$ cat src/rtl/demux_burst_sched_pkg.sv
// Shared encodings for the demux burst scheduler: FSM states and mode values.
package demux_burst_sched_pkg;

  typedef logic [0:0] dmx_state_t;

  localparam dmx_state_t DMX_IDLE  = 1'b0;
  localparam dmx_state_t DMX_BURST = 1'b1;

  localparam logic DMX_MODE_RR  = 1'b0;
  localparam logic DMX_MODE_FIX = 1'b1;

endpackage

$ cat src/rtl/demux_burst_sched_out_stage.sv
// One-entry registered output stage: holds a word and its channel tag,
// decodes the one-hot per-channel valid and produces the upstream ready.
module demux_out_stage #(
  parameter int DATA_W  = 8,
  parameter int NUM_OUT = 2,
  parameter int SEL_W   = 1
) (
  input  logic               clk,
  input  logic               rst,
  input  logic               capture,
  input  logic [SEL_W-1:0]   cap_sel,
  input  logic [DATA_W-1:0]  cap_data,
  input  logic [NUM_OUT-1:0] out_ready,
  output logic [NUM_OUT-1:0] out_valid,
  output logic [DATA_W-1:0]  out_data,
  output logic               in_ready,
  output logic               hold_v
);

  logic [SEL_W-1:0]  hold_sel;
  logic [DATA_W-1:0] hold_data;
  logic              drain;

  // Only the channel the held word is tagged for sees a valid.
  always_comb begin
    out_valid = '0;
    for (int i = 0; i < NUM_OUT; i++) begin
      out_valid[i] = hold_v && (hold_sel == SEL_W'(i));
    end
  end

  // Since out_valid is one-hot, this is out_ready of the held channel.
  assign drain    = |(out_valid & out_ready);
  assign in_ready = !hold_v || drain;
  assign out_data = hold_data;

  // A new word replaces the held one (also when it drains this cycle); a drain alone empties the stage.
  always_ff @(posedge clk) begin
    if (rst) begin
      hold_v    <= 1'b0;
      hold_sel  <= '0;
      hold_data <= '0;
    end else if (capture) begin
      hold_v    <= 1'b1;
      hold_sel  <= cap_sel;
      hold_data <= cap_data;
    end else if (drain) begin
      hold_v    <= 1'b0;
    end
  end

endmodule

$ cat src/rtl/demux_burst_sched.sv
// Burst scheduler for a 1-to-N demux: picks the destination channel of each
// accepted word, round-robin in bursts of BURST words or pinned to fix_sel.
module demux_burst_sched
  import demux_burst_sched_pkg::*;
#(
  parameter int DATA_W  = 8,
  parameter int NUM_OUT = 2,
  parameter int SEL_W   = 1,
  parameter int BURST   = 4
) (
  input  logic               clk,
  input  logic               rst,
  input  logic               in_valid,
  output logic               in_ready,
  input  logic [DATA_W-1:0]  in_data,
  input  logic               mode,
  input  logic [SEL_W-1:0]   fix_sel,
  output logic [NUM_OUT-1:0] out_valid,
  input  logic [NUM_OUT-1:0] out_ready,
  output logic [DATA_W-1:0]  out_data,
  output logic [SEL_W-1:0]   sel,
  output logic               busy
);

  localparam int               CNT_W    = (BURST > 1) ? $clog2(BURST) : 1;
  localparam logic [CNT_W-1:0] CNT_LAST = CNT_W'(BURST - 1);
  localparam logic [SEL_W-1:0] SEL_LAST = SEL_W'(NUM_OUT - 1);

  dmx_state_t       state;
  logic [SEL_W-1:0] rr_ptr;
  logic [SEL_W-1:0] lock_sel;
  logic             lock_rr;
  logic [CNT_W-1:0] cnt;
  logic [SEL_W-1:0] fsel;
  logic [SEL_W-1:0] cur;
  logic             accept;
  logic             hold_v;

  function automatic logic [SEL_W-1:0] wrap_inc(input logic [SEL_W-1:0] p);
    return (p == SEL_LAST) ? '0 : p + SEL_W'(1);
  endfunction

  // Out-of-range fixed channels fall back to channel 0.
  assign fsel = (int'(fix_sel) >= NUM_OUT) ? '0 : fix_sel;

  // An open burst stays on its locked channel regardless of mode/fix_sel.
  always_comb begin
    if (state == DMX_BURST) begin
      cur = lock_sel;
    end else if (mode == DMX_MODE_FIX) begin
      cur = fsel;
    end else begin
      cur = rr_ptr;
    end
  end

  assign accept = in_valid && in_ready;
  assign sel    = cur;
  assign busy   = (state == DMX_BURST) || hold_v;

  // Burst FSM: opens a burst on the first accepted word, counts words, and
  // advances the round-robin pointer only when an RR-opened burst closes.
  always_ff @(posedge clk) begin
    if (rst) begin
      state    <= DMX_IDLE;
      rr_ptr   <= '0;
      cnt      <= '0;
      lock_sel <= '0;
      lock_rr  <= 1'b0;
    end else if (accept) begin
      if (state == DMX_IDLE) begin
        if (BURST == 1) begin
          if (mode == DMX_MODE_RR) begin
            rr_ptr <= wrap_inc(cur);
          end
        end else begin
          state    <= DMX_BURST;
          lock_sel <= cur;
          lock_rr  <= (mode == DMX_MODE_RR);
          cnt      <= CNT_W'(1);
        end
      end else if (cnt == CNT_LAST) begin
        state <= DMX_IDLE;
        cnt   <= '0;
        if (lock_rr) begin
          rr_ptr <= wrap_inc(lock_sel);
        end
      end else begin
        cnt <= cnt + CNT_W'(1);
      end
    end
  end

  demux_out_stage #(
    .DATA_W  (DATA_W),
    .NUM_OUT (NUM_OUT),
    .SEL_W   (SEL_W)
  ) u_out_stage (
    .clk       (clk),
    .rst       (rst),
    .capture   (accept),
    .cap_sel   (cur),
    .cap_data  (in_data),
    .out_ready (out_ready),
    .out_valid (out_valid),
    .out_data  (out_data),
    .in_ready  (in_ready),
    .hold_v    (hold_v)
  );

endmodule

$ cat config.mk
export PLATFORM = sky130hd
export DESIGN_NAME = demux_burst_sched
export DESIGN_NICKNAME = d
export VERILOG_FILES = /design/src/rtl/demux_burst_sched_pkg.sv /design/src/rtl/demux_burst_sched_out_stage.sv /design/src/rtl/demux_burst_sched.sv
export SDC_FILE = /design/constraint.sdc
export NUM_CORES = 1
export LEC_CHECK = 0
export CAP_MARGIN = 20
export CORE_AREA = 5 5 62 53
export CTS_CLUSTER_DIAMETER = 80
export DETAILED_ROUTE_END_ITERATION = 12
export DIE_AREA = 0 0 67 58
export MAX_ROUTING_LAYER = met4
export PLACE_DENSITY_LB_ADDON = 0.12
export SYNTH_ARGS = -nofsm -noshare
export SYNTH_HDL_FRONTEND = slang
export SYNTH_SLANG_ARGS = --single-unit
$ cat constraint.sdc
create_clock -name clk -period 1.6 [get_ports clk]
set_input_delay 0.24 -clock clk [delete_from_list [all_inputs] [get_ports clk]]
set_output_delay 0.24 -clock clk [all_outputs]
set_load 0.005 [all_outputs]
==> impl_metrics.ini <==
[route]
top_layer = met4
wl_met1_um = 865
dr_wl_met2_um = 873
wl_met3_um = 86
wl_per_cell_um = 11.4
ant_nets = 0
drt_iter0_markers = 26
drt_wl_total_mm = 1.84
vias_per_cell = 4.44
drtPass1Iterations = 4
drc = 0
num_vias = 715

[global_route]
track_usage_pct = 10.6
antenna_found_initial = 0
grt_max_degree = 17
grt_overflow_total = 0
grt_pass1_vias = 690
grt_first_pass_wirelength_mm = 3.04

[timing]
hold_violations = 0
hold_slack_ns = 0.437
period_share_pct = 94.7
period_needed_ns = 1.52
fin_skew_ns = 0.00834
drv_slew = 0
final-setup-viol-count = 0
tightest_slew_ns = 0.378
slew_headroom_pct = 74.1
rsz0062_at_grt = false
setup_ws_ns = 0.0842
setup_tns_ns = 0
clock.fmax_mhz = 660

[worst_setup_path]
critPathLaunch = u_out_stage.hold_v$_SDFFE_PP0P_
crit_slowest_cell = clkdlybuf4s50_1
r2r_end = u_out_stage.out_data[0]$_SDFFE_PP0P_
worstReg2RegStart = u_out_stage.hold_sel$_SDFFE_PP0P_
cp.required_ns = 1.36
crit_chain = inv_1 > nand2_1 > clkdlybuf4s50_1
worstPathMaxFanout = 5
end_kind = output port
crit_path_max_incr_delay_ns = 0.49
rr_worst_depth = 6
critPathLaunchType = flop
ff2ff_setup_slack_ns = 0.12
cp.arrival_ns = 1.28
path_class = reg2out

[floorplanning]
start_util_pct = 28.5
rows = 17
die-height_um = 58
core_um2 = 2620
dieArea_um2 = 3890
die_w_um = 67
io_pins = 28

[synth]
yosys.area_share.xor_xnor_pct = 0
postSynthCellCount = 84
ys_top_cells_by_area = dfxtp_1, mux2i_1, nand2_1
syn_nets = 100
synth.most_common_cell = nand2_1
ys_types = 25
synth_area_um2 = 744
yosys_warnings = 0
synth-adder-area-share_pct = 1.68
async_flop_share_pct = 0
synth_simple_gate_area_share_pct = 16.0
synth_compound_area_share_pct = 14.8
synth_top_cell_area_share_pct = 43.0
seq_area_frac_synth_pct = 43.0
avgSynthCellArea_um2 = 8.86
synth_mux_area_share_pct = 17.8
synth_edf_count = 0
yosys_register_bits = 16
synth_largest_area_cell = dfxtp_1
netlist_top_cells_count = nand2_1, dfxtp_1, mux2i_1
synth_top_family_by_area = multiplexers
synthFlopType = dfxtp_1

[cts]
cts-buffers-inserted = 3
root_buffer = clkbuf_4
clock-sinks = 16
htreeDepth = 1
max-clock-path-buffers = 2
tritoncts = built
ctsHoldBuffers = 0
clkSlewWorstSetupHoldPaths_ns = 0.09
insertion_delay_ns = 0.29

[place]
dp_hpwl_mm = 1.41
postPlaceCellArea_um2 = 1120
post-place-ws_ns = -0.335
gp_congestion = 0.735
port_buffers = 27

[final_layout]
final_nets = 140
multi_input_area_um2 = 389
antenna-diode-count = 0
seq_area_um2 = 330
drive_above_1_share_pct = 20.3
syn_to_final_growth_pct = 61.0
final_area_um2 = 1200
n_fill_cell = 265

[hold_path]
hp-start = mode
hold_depth = 3
min_to = lock_rr$_SDFFE_PP0P_
hold_path_class = in2reg

[job]
maxCapViolCount = 0

[pwr]
leakage_uw = 0.000508
powerDensity_nw_per_um2 = 769
p_total_uw = 921
ir_drop_mv = 0.418

[run_status]
outcome = finished, final reports clean
==> cell usage in the layout, fill, tap and decap left out, drive strengths merged <==
cell           netlist  routed
clkdlybuf4s15        0       2
ha                   1       1
dlygate4sd2          0       3
nand3                1       1
a31o                 1       1
clkbuf               2       4
o211ai               2       2
inv                  7       7
and2                 1       1
and3                 1       1
a211oi               2       2
nand2               20      20
o21ai                2       2
a21oi                3       3
nor2b                1       1
clkdlybuf4s50        0      22
nand2b               1       1
nand4                1       1
mux2                 2       2
mux2i               11      11
a21o                 1       1
a221oi               3       3
a2111oi              1       1
buf                  2      12
dfxtp               16      16
nor2                 2       2
==> metal layers <==
metal	track usage [%]	up-vias
li1	-	372
met4	3.76	0
met2	15.3	14
met5	-	-
met1	13.2	327
met3	4.46	2
==> critical path, delay by kind of cell, from the launching register on <==
kind / cells / cell delay (ns)
buffers and inverters: 2 / 0.56
AND/OR/NAND/NOR: 1 / 0.06
flip-flops: 1 / 0.37
==> cell families after synthesis <==
logic type               Yosys count
AO/OA/AOI/OAI                     15
adder cells (fa/ha/maj)            1
buffers and inverters             11
flip-flops                        16
multiplexers                      13
AND/OR/NAND/NOR                   28
==> registers in the layout, indices dropped and copies added, names as in the netlist <==
register              cells
state                     1
lock_rr                   1
cnt                       2
u_out_stage.hold_v        1
u_out_stage.out_data      8
lock_sel                  1
rr_ptr                    1
u_out_stage.hold_sel      1
==> report_power, final <==
group / internal [uW] / switching, uW
combinational: 131 / 86.7
clock: 139 / 124
sequential: 425 / 15.4
==> area by class of cell <==
type                    count  share of cell area [%]
multi-input cells          57                    32.5
flip-flops and latches     16                    27.6
clock buffers               4                    3.03
inverters                   7                    2.19
repair buffers             39                    30.8
well taps                  38                    3.97
==> stage by stage <==
step	utilization (%)	std cells
floorplan	-	84
global placement	42.8	154
detailed placement	42.8	154
CTS	44.7	159
global route	45.8	161
finish	45.8	161
==> how the worst max path moves through the flow <==
stage                                           endpoint  slack [ns]
global placement                                     sel       -0.31
detailed placement                                   sel       -0.34
CTS                                                 busy        0.02
finish                                              busy        0.08
global route        u_out_stage.out_data[7]$_SDFFE_PP0P_       0.008
floorplan              u_out_stage.hold_sel$_SDFFE_PP0P_        0.36
==> repair_timing <==
| action | in CTS | in global routing |
|---|---|---|
| gates resized for setup | 11 | 6 |
| pin swaps | 0 | 1 |
| hold endpoints to repair | 0 | 0 |
| endpoints found under the setup margin | 5 | 3 |
| buffers inserted | 1 | 2 |
(Power assumes the default switching activity.)
